### src/rtl/clock_pkg.sv
// Shared types and helpers for the clock datapath and its time-set controller.
package clock_pkg;

  typedef enum logic [1:0] {
    ST_RUN      = 2'd0,
    ST_SET_HOUR = 2'd1,
    ST_SET_MIN  = 2'd2,
    ST_COMMIT   = 2'd3
  } set_state_t;

  localparam int unsigned HOURS_PER_DAY = 24;
  localparam int unsigned MINS_PER_HOUR = 60;
  localparam int unsigned FIELD_W       = 6;

  // Increment with wrap to zero after the last legal value.
  function automatic logic [FIELD_W-1:0] wrap_inc(input logic [FIELD_W-1:0] value,
                                                  input logic [FIELD_W-1:0] last);
    return (value == last) ? '0 : value + FIELD_W'(1);
  endfunction

  // Out-of-range counter values are treated as zero when captured for editing.
  function automatic logic [FIELD_W-1:0] clamp_field(input logic [FIELD_W-1:0] value,
                                                     input int unsigned modulus);
    return (32'(value) >= modulus) ? '0 : value;
  endfunction

endpackage

### src/rtl/key_debounce.sv
// Push-button conditioner: 2-FF synchronizer, stability counter, press pulse
// on the debounced high-to-low transition.
module key_debounce #(
  parameter int unsigned DEBOUNCE_CYCLES = 1_000_000
) (
  input  logic clk,
  input  logic rst_n,
  input  logic key,
  output logic level,
  output logic press
);

  localparam int unsigned CNT_W = (DEBOUNCE_CYCLES > 1) ? $clog2(DEBOUNCE_CYCLES) : 1;
  localparam logic [CNT_W-1:0] CNT_LAST = CNT_W'(DEBOUNCE_CYCLES - 1);

  logic             sync1;
  logic             sync2;
  logic             level_d;
  logic [CNT_W-1:0] cnt;

  // Level follows the synchronized key only after a full run of disagreeing samples.
  always_ff @(posedge clk) begin
    if (!rst_n) begin
      sync1   <= 1'b1;
      sync2   <= 1'b1;
      level   <= 1'b1;
      level_d <= 1'b1;
      cnt     <= '0;
      press   <= 1'b0;
    end else begin
      sync1   <= key;
      sync2   <= sync1;
      level_d <= level;
      press   <= level_d & ~level;
      if (sync2 == level) begin
        cnt <= '0;
      end else if (cnt == CNT_LAST) begin
        level <= sync2;
        cnt   <= '0;
      end else begin
        cnt <= cnt + CNT_W'(1);
      end
    end
  end

endmodule

### src/rtl/clock_set_ctrl.sv
// Time-set controller: freezes the clock, edits hours then minutes, commits with a load pulse.
// Optional key auto-repeat while editing: define CLOCK_SET_AUTOREPEAT_EN.
import clock_pkg::*;

module clock_set_ctrl #(
  parameter int unsigned DEBOUNCE_CYCLES = 1_000_000,
  parameter int unsigned BLINK_CYCLES    = 12_500_000,
  parameter int unsigned HOUR_MAX        = HOURS_PER_DAY,
  parameter int unsigned MIN_MAX         = MINS_PER_HOUR,
  parameter int unsigned REPEAT_DELAY    = 25_000_000,
  parameter int unsigned REPEAT_RATE     = 5_000_000
) (
  input  logic               iClk,
  input  logic               iRst,
  input  logic               iKeyMode,
  input  logic               iKeyInc,
  input  logic [FIELD_W-1:0] iHour,
  input  logic [FIELD_W-1:0] iMinute,
  output logic               oCountEn,
  output logic               oLoad,
  output logic               oClearSec,
  output logic [FIELD_W-1:0] oLoadHour,
  output logic [FIELD_W-1:0] oLoadMin,
  output logic [5:0]         oBlank,
  output logic [1:0]         oMode
);

  localparam int unsigned BLINK_W = (BLINK_CYCLES > 1) ? $clog2(BLINK_CYCLES) : 1;
  localparam logic [BLINK_W-1:0] BLINK_LAST = BLINK_W'(BLINK_CYCLES - 1);
  localparam logic [FIELD_W-1:0] HOUR_LAST  = FIELD_W'(HOUR_MAX - 1);
  localparam logic [FIELD_W-1:0] MIN_LAST   = FIELD_W'(MIN_MAX - 1);

  logic               mode_level;
  logic               mode_press;
  logic               inc_level;
  logic               inc_press;
  logic               inc_evt;
  logic               blink_wrap;
  set_state_t         state;
  logic [FIELD_W-1:0] edit_hour;
  logic [FIELD_W-1:0] edit_min;
  logic [BLINK_W-1:0] blink_cnt;
  logic               unused_sink;

  key_debounce #(.DEBOUNCE_CYCLES(DEBOUNCE_CYCLES)) u_key_mode (
    .clk   (iClk),
    .rst_n (iRst),
    .key   (iKeyMode),
    .level (mode_level),
    .press (mode_press)
  );

  key_debounce #(.DEBOUNCE_CYCLES(DEBOUNCE_CYCLES)) u_key_inc (
    .clk   (iClk),
    .rst_n (iRst),
    .key   (iKeyInc),
    .level (inc_level),
    .press (inc_press)
  );

  assign unused_sink = ^{mode_level, inc_level, 32'(REPEAT_DELAY), 32'(REPEAT_RATE)};

`ifdef CLOCK_SET_AUTOREPEAT_EN
  localparam int unsigned REP_MAX = (REPEAT_DELAY > REPEAT_RATE) ? REPEAT_DELAY : REPEAT_RATE;
  localparam int unsigned REP_W   = (REP_MAX > 1) ? $clog2(REP_MAX) : 1;
  localparam logic [REP_W-1:0] REP_DELAY_LAST = REP_W'(REPEAT_DELAY - 1);
  localparam logic [REP_W-1:0] REP_RATE_LAST  = REP_W'(REPEAT_RATE - 1);

  logic             in_edit;
  logic             rep_active;
  logic             rep_first;
  logic             rep_fire;
  logic [REP_W-1:0] rep_cnt;

  assign in_edit = (state == ST_SET_HOUR) || (state == ST_SET_MIN);

  // Synthetic inc presses while the key stays held; cancelled by release or a mode press.
  always_ff @(posedge iClk) begin
    if (!iRst) begin
      rep_active <= 1'b0;
      rep_first  <= 1'b0;
      rep_fire   <= 1'b0;
      rep_cnt    <= '0;
    end else begin
      rep_fire <= 1'b0;
      if (!in_edit || mode_press || inc_level) begin
        rep_active <= 1'b0;
        rep_cnt    <= '0;
      end else if (inc_press) begin
        rep_active <= 1'b1;
        rep_first  <= 1'b1;
        rep_cnt    <= '0;
      end else if (rep_active) begin
        if (rep_cnt == (rep_first ? REP_DELAY_LAST : REP_RATE_LAST)) begin
          rep_fire  <= 1'b1;
          rep_first <= 1'b0;
          rep_cnt   <= '0;
        end else begin
          rep_cnt <= rep_cnt + REP_W'(1);
        end
      end
    end
  end

  assign inc_evt = inc_press | rep_fire;
`else
  assign inc_evt = inc_press;
`endif

  assign blink_wrap = (blink_cnt == BLINK_LAST);

  // Edit FSM; the blink phase lives directly in the oBlank field bits.
  always_ff @(posedge iClk) begin
    if (!iRst) begin
      state     <= ST_RUN;
      edit_hour <= '0;
      edit_min  <= '0;
      blink_cnt <= '0;
      oCountEn  <= 1'b1;
      oLoad     <= 1'b0;
      oBlank    <= '0;
    end else begin
      oLoad <= 1'b0;
      unique case (state)
        ST_RUN: begin
          if (mode_press) begin
            state     <= ST_SET_HOUR;
            oCountEn  <= 1'b0;
            edit_hour <= clamp_field(iHour, HOUR_MAX);
            edit_min  <= clamp_field(iMinute, MIN_MAX);
            oBlank    <= '0;
            blink_cnt <= '0;
          end
        end
        ST_SET_HOUR: begin
          if (mode_press) begin
            state     <= ST_SET_MIN;
            oBlank    <= '0;
            blink_cnt <= '0;
          end else if (inc_evt) begin
            edit_hour <= wrap_inc(edit_hour, HOUR_LAST);
            oBlank    <= '0;
            blink_cnt <= '0;
          end else if (blink_wrap) begin
            blink_cnt   <= '0;
            oBlank[5:4] <= ~oBlank[5:4];
          end else begin
            blink_cnt <= blink_cnt + BLINK_W'(1);
          end
        end
        ST_SET_MIN: begin
          if (mode_press) begin
            state     <= ST_COMMIT;
            oLoad     <= 1'b1;
            oBlank    <= '0;
            blink_cnt <= '0;
          end else if (inc_evt) begin
            edit_min  <= wrap_inc(edit_min, MIN_LAST);
            oBlank    <= '0;
            blink_cnt <= '0;
          end else if (blink_wrap) begin
            blink_cnt   <= '0;
            oBlank[3:2] <= ~oBlank[3:2];
          end else begin
            blink_cnt <= blink_cnt + BLINK_W'(1);
          end
        end
        ST_COMMIT: begin
          state    <= ST_RUN;
          oCountEn <= 1'b1;
        end
        default: state <= ST_RUN;
      endcase
    end
  end

  assign oClearSec = oLoad;
  assign oLoadHour = edit_hour;
  assign oLoadMin  = edit_min;
  assign oMode     = 2'(state);

endmodule

### config.mk
export PLATFORM = sky130hd
export DESIGN_NAME = clock_set_ctrl
export DESIGN_NICKNAME = d
export VERILOG_FILES = /design/src/rtl/clock_pkg.sv /design/src/rtl/key_debounce.sv /design/src/rtl/clock_set_ctrl.sv
export SDC_FILE = /design/constraint.sdc
export NUM_CORES = 1
export LEC_CHECK = 0
export BUFFER_PORTS_ARGS = -buffer_cell sky130_fd_sc_hd__buf_4
export CORE_MARGIN = 2
export CORE_UTILIZATION = 45
export CTS_BUF_LIST = sky130_fd_sc_hd__clkbuf_16
export DETAILED_ROUTE_END_ITERATION = 7
export MAX_ROUTING_LAYER = met4
export PLACE_DENSITY_LB_ADDON = 0.08
export SYNTH_ARGS = -nofsm -noshare
export SYNTH_HDL_FRONTEND = slang
export SYNTH_SLANG_ARGS = --single-unit
export TNS_END_PERCENT = 30
### constraint.sdc
create_clock -name iClk -period 4.05 [get_ports iClk]
set_input_delay 0.81 -clock iClk [delete_from_list [all_inputs] [get_ports iClk]]
set_output_delay 0.81 -clock iClk [all_outputs]
set_load 0.05 [all_outputs]
Word-level counts from Yosys, hierarchy flattened

Index checks and enable logic that the tools add are counted.

Bits in registers: 96
Input bits: 16
Word-level logic and storage cells: 112

Add/sub/neg operators: 5
Order comparisons: 2
Equality and inequality tests: 21
Multiplexer cells: 34
Bitwise operators: 9
Reductions and logical operators: 20

Operators by type and width:

| kind                                                                    | count |
|---|---|
| 24-bit two-way mux                                                      | 4 |
| 6-bit two-way mux                                                       | 13 |
| 24-bit one-hot mux with 2 select lines                                  | 1 |
| 20-bit by 1-bit adder with 20-bit output, second input constant         | 2 |
| 20-bit equality test, second input constant                             | 2 |
| 24-bit by 1-bit adder with 24-bit output, second input constant         | 1 |
| 24-bit equality test, second input constant                             | 1 |
| 6-bit one-hot mux with 2 select lines                                   | 2 |
| 4-bit AND reduction                                                     | 5 |
| 6-bit one-hot mux with 3 select lines                                   | 1 |
| 2-bit two-way mux                                                       | 8 |
| 6-bit by 1-bit adder with 6-bit output, second input constant           | 2 |
| 2-bit by 1-bit inequality test with 1-bit output, second input constant | 5 |
| 2-bit AND reduction                                                     | 5 |
| 4-bit by 2-bit inequality test with 1-bit output, second input constant | 2 |
| 2-bit one-hot mux with 4 select lines                                   | 1 |
| 2-bit nonzero test                                                      | 4 |
| 6-bit by 5-bit equality test with 1-bit output, second input constant   | 1 |
| 6-bit equality test, second input constant                              | 1 |
| 6-bit by 5-bit >= comparator with 1-bit output, second input constant   | 1 |
| 6-bit >= comparator, second input constant                              | 1 |
| 3-bit by 1-bit inequality test with 1-bit output, second input constant | 2 |
| 3-bit OR reduction                                                      | 2 |
| 1-bit NOT                                                               | 5 |
| 13 further kinds                                                        | 19 |

Depth between registers and ports, before layout

Depth in word-level cells: 5
Gate-level depth with buffers: 8
Mapped depth without buffers: 7

By module

From an unflattened synthesis, not the netlist that was laid out.

Cells, all modules: 533
Area total of the unflattened synthesis: 4625.7 µm²

By module, submodules not included:

| module                    | times used | cells an instance | area an instance (µm²) | seq. area each (µm²) |
|---|---|---|---|---|
| clock_set_ctrl            | 1          | 295               | 2451.1                 | 880.8 |
| key_debounce (u_key_mode) | 1          | 120               | 1109.8                 | 500.5 |
| key_debounce (u_key_inc)  | 1          | 118               | 1064.8                 | 500.5 |

Worst setup path after synthesis

OpenSTA, ideal clock, no wires.

Path kind: register to register
From: register state[0], in the netlist oMode[0]
To: register blink_cnt[16]
Setup time: 0.062 ns
Data arrival time: 2.262 ns
Required time: 3.988 ns
Slack: 1.726 ns
Stages on the path, launching flop included: 8
Buffers on the path: 1
Period minus slack after synthesis: 2.324 ns
Cell sequence: dfxtp_1 > inv_1 > ha_1 > nor4b_2 > o311ai_2 > buf_4 > or3_1 > nand3_1

Word-level cells in the longest chain between the ends: 4
Elaborated cells between the ends (all ways): 8

Ends and longest elaborated chain:

| item                                                                                         | line                  | text |
|---|---|---|
| from (decl)                                                                                  | clock_set_ctrl.sv:39  | `set_state_t state;` |
| from (signal assigned)                                                                       | clock_set_ctrl.sv:115 | `state <= ST_RUN;` |
| from (signal assigned)                                                                       | clock_set_ctrl.sv:127 | `state <= ST_SET_HOUR;` |
| from (signal assigned)                                                                       | clock_set_ctrl.sv:137 | `state <= ST_SET_MIN;` |
| 2-bit equality test / 2-bit by 1-bit equality test with 1-bit output (equally long branches) | clock_set_ctrl.sv:124 | `unique case (state)` |
| 2-bit OR reduction (no source line)                                                          | --                    |  |
| 2-bit nonzero test (no source line)                                                          | --                    |  |
| 2-bit AND reduction (no source line)                                                         | --                    |  |
| to (signal assigned)                                                                         | clock_set_ctrl.sv:148 | `blink_cnt <= blink_cnt + BLINK_W'(1);` |
| to (signal assigned)                                                                         | clock_set_ctrl.sv:165 | `blink_cnt <= blink_cnt + BLINK_W'(1);` |
| to (decl)                                                                                    | clock_set_ctrl.sv:42  | `logic [BLINK_W-1:0] blink_cnt;` |

Parallel ways exist; a longest one is shown, timed or not.
A chain may end at the register's enable or synchronous reset.

Final worst setup path

From: register state[1], in the netlist oMode[1]
To: register blink_cnt[14]

Same word-level chain as after synthesis.

==> reports/qor.csv <==
metric,value,unit
result of the run,"finished, final reports clean",
total of cells resized after clock tree synthesis,0,
Die Footprint,10900,um2
cell internal pwr,0.00144,W
clock latency on the worst-skew pair,340,ps
most frequent cells in the layout,"sky130_fd_sc_hd__dfxtp_1, sky130_fd_sc_hd__nor2_1, sky130_fd_sc_hd__nand2_1, sky130_fd_sc_hd__nand3_1, sky130_fd_sc_hd__buf_4",
Critical Path Fanout Max,26,
relative area change from synthesis to final layout,14.5,%
primary flip-flop cell chosen by synthesis mapping,sky130_fd_sc_hd__dfxtp_1,
Non-Filler Instances,700,
"Design Area, Final",5190,um2
number of top-level pins,39,
number of buffers created by CTS,9,
largest net degree at the start of global routing,38,
post-synthesis async set-or-reset flop share,0,
H-Tree Depth,3,
setup repair after global routing missed its margin,no,
arrival time reported for the critical path endpoint,2870,ps
First DRT Iteration DRCs,141,
die extent in x,104,um
Net Sw Frac,0.223,
type of element capturing the critical path,flop,
Post-Route Setup TNS,0,ps
number of core rows,36,
"commonest non-fill, non-tap cell in the layout",sky130_fd_sc_hd__dfxtp_1,
fraction of layout instances using a drive strength above 1,0.120,
number of buffers added on ports,36,
sequential cell area fraction in the yosys report,0.415,
CTS hold repair buffers,0,
Placer Congestion,0.839,
path type of the worst setup path,reg2reg,
Post-Syn Instances,533,
final critical delay including setup and external delays,2600,ps
Final Hold Slack,406,ps
cell at the root of the clock tree,sky130_fd_sc_hd__clkbuf_16,
clock tree from TritonCTS,done,
post-detailed-route via-to-cell ratio,5.40,
number of hold-slack violations in the final timing report,0,
syn_area_per_cell,8.51,um2
final clock period utilization by the worst path,0.643,
core area,9770,um2
share of power burned in registers,0.502,
DRC violations left,0,
warnings from Yosys,0,
peak clock frequency supported by timing,384,MHz
CP Launch Type,flop,
post-detailed-route wirelength per cell,13.2,um
number of antenna violations at the first check in global routing,0,
via count,3780,
standby leakage power,1.97,nW
Placed Cells incl. Taps,684,
vertical extent of the die,104,um
number of storage elements in the synthesis netlist,94,
pwr dens,356,nW/um2
Max Cap Viol,0,
total congestion overflow after global routing,0,
area after detailed placement,4880,um2
required arrival time at the worst endpoint,4320,ps
maximum count of clock buffers along a single path,2,
net load switching power,0.000411,W
vias in the first global route,3564,
Total GRT Usage,0.182,
clock transition time at the flip-flop clock pins of the worst setup and hold paths,70,ps
count of unique library cells instantiated by Yosys,55,
Hold Path Class,reg2reg,
postcts setup bufs,0,
number of antenna repair diodes,0,
clock share of power,0.478,
drt first pass iters,5,
transition time of the tightest slew-check pin,917,ps
number of synthesized flops with an enable pin,0,
Slew Limit Fails,0,
ANT nets after route,0,
worst-case vdd ir drop,0.000250,V
overall power,0.00185,W
initial core utilization,0.464,
Total Wirelength,9270,um
DP Wirelength,6430,um
max-slew headroom at the worst pin,0.388,
part of the power in combinational logic,0.020,
Syn Std Cell Area,4530,um2
TritonCTS Sinks,94,
first-pass GRT wire length,16300,um
final setup violation count,0,
Post-layout nets,587,
Clock Skew,8.92,ps
layer usage:
layer / share of wire / track usage / vias to the layer above / wire, um
li1: - / - / 1954 / -
met4: 0.012 / 0.0579 / 0 / 112
met5: 0 / - / - / 0
met3: 0.024 / 0.0307 / 11 / 220
met1: 0.49 / 0.236 / 1758 / 4500
met2: 0.48 / 0.292 / 57 / 4430
power groups by stage:
stage / registers [W] / logic, W / clock network (W)
5_1_grt: 0.000927 / 0.0000415 / 0.000948
3_3_place_gp: 0.000949 / 0.0000375 / 0
4_1_cts: 0.000927 / 0.0000379 / 0.000909
2_1_floorplan: 0.000948 / 0.0000235 / 0
3_5_place_dp: 0.000949 / 0.0000378 / 0
6_report: 0.000927 / 0.0000374 / 0.000882
area by class of cell:
type                            instances  area (um2)
Clock buffer                            9         225
Clock inverter                          7        90.1
Fill cell                             932        4580
Inverter                               19        71.3
Multi-Input combinational cell        402        2490
Sequential cell                        94        1880
Tap cell                              133         166
Timing Repair Buffer                   36         270
cells in the mapped netlist, drive strengths merged (4+ instances only):
master / number / area share
nor3: 20 / 0.022
inv: 19 / 0.016
dfxtp: 94 / 0.42
and3: 20 / 0.028
a22oi: 5 / 0.0083
o211a: 5 / 0.011
nand4: 11 / 0.017
clkbuf: 7 / 0.0058
o221a: 4 / 0.0099
xnor2: 20 / 0.039
and2: 7 / 0.0097
nor4: 9 / 0.018
buf: 12 / 0.015
nand2: 48 / 0.040
and4: 5 / 0.0097
or3: 10 / 0.014
mux2i: 4 / 0.0088
a31oi: 6 / 0.0083
xor2: 22 / 0.042
nand3: 40 / 0.044
nand2b: 9 / 0.012
ha: 9 / 0.025
a21oi: 18 / 0.020
nor2: 60 / 0.050
o21ai: 22 / 0.024
nor2b: 7 / 0.0097
cell families (layout without fill, tap and decap cells):
group / count (synthesis) / after routing / synth area share
XOR/XNOR: 42 / 42 / 0.0811
adder cells (fa/ha/maj): 9 / 9 / 0.0248
multiplexers: 5 / 5 / 0.0113
AO/OA/AOI/OAI: 84 / 84 / 0.127
other: 1 / 2 / 0.000827
buffers and inverters: 38 / 71 / 0.0370
flip-flops: 94 / 94 / 0.415
AND/OR/NAND/NOR: 260 / 260 / 0.302
stage by stage:
step           setup slack, ps  utilization
6_report                  1450        0.531
5_1_grt                   1210        0.531
4_1_cts                   1490        0.531
3_5_place_dp              1500        0.499
3_3_place_gp              1590        0.499
2_1_floorplan             1730            -
flip-flops by register name, indices dropped and copies added (netlist names), 2 cells and up:
name            count
u_key_inc.cnt      20
oLoadHour           6
u_key_mode.cnt     20
blink_cnt          24
oLoadMin            6
oMode               2
oBlank              4
critical path, cell delays in order, from the launching register on:
cell and delay (ps):
sky130_fd_sc_hd__dfxtp_1 400, sky130_fd_sc_hd__inv_1 80, sky130_fd_sc_hd__ha_1 360, sky130_fd_sc_hd__nor4b_2 450, sky130_fd_sc_hd__o311a_1 840, sky130_fd_sc_hd__o21ai_0 200
sky130_fd_sc_hd__a31oi_1 200
path summary, 6_finish.rpt:
| path | start | endpoint | cells past startpoint | slack, ps |
|---|---|---|---|---|
| min reg2reg | u_key_inc.level_d$_SDFF_PN1_ | u_key_inc.press$_SDFF_PN0_ | 2 | 410 |
| max | oMode[1]$_SDFFE_PN0P_ | blink_cnt[14]$_SDFFE_PN0P_ | 6 | 1450 |
| min | u_key_inc.level_d$_SDFF_PN1_ | u_key_inc.press$_SDFF_PN0_ | 2 | 410 |
| max reg2reg | oMode[1]$_SDFFE_PN0P_ | blink_cnt[14]$_SDFFE_PN0P_ | 6 | 1450 |
Note: power is estimated with default switching activity, not from simulation.
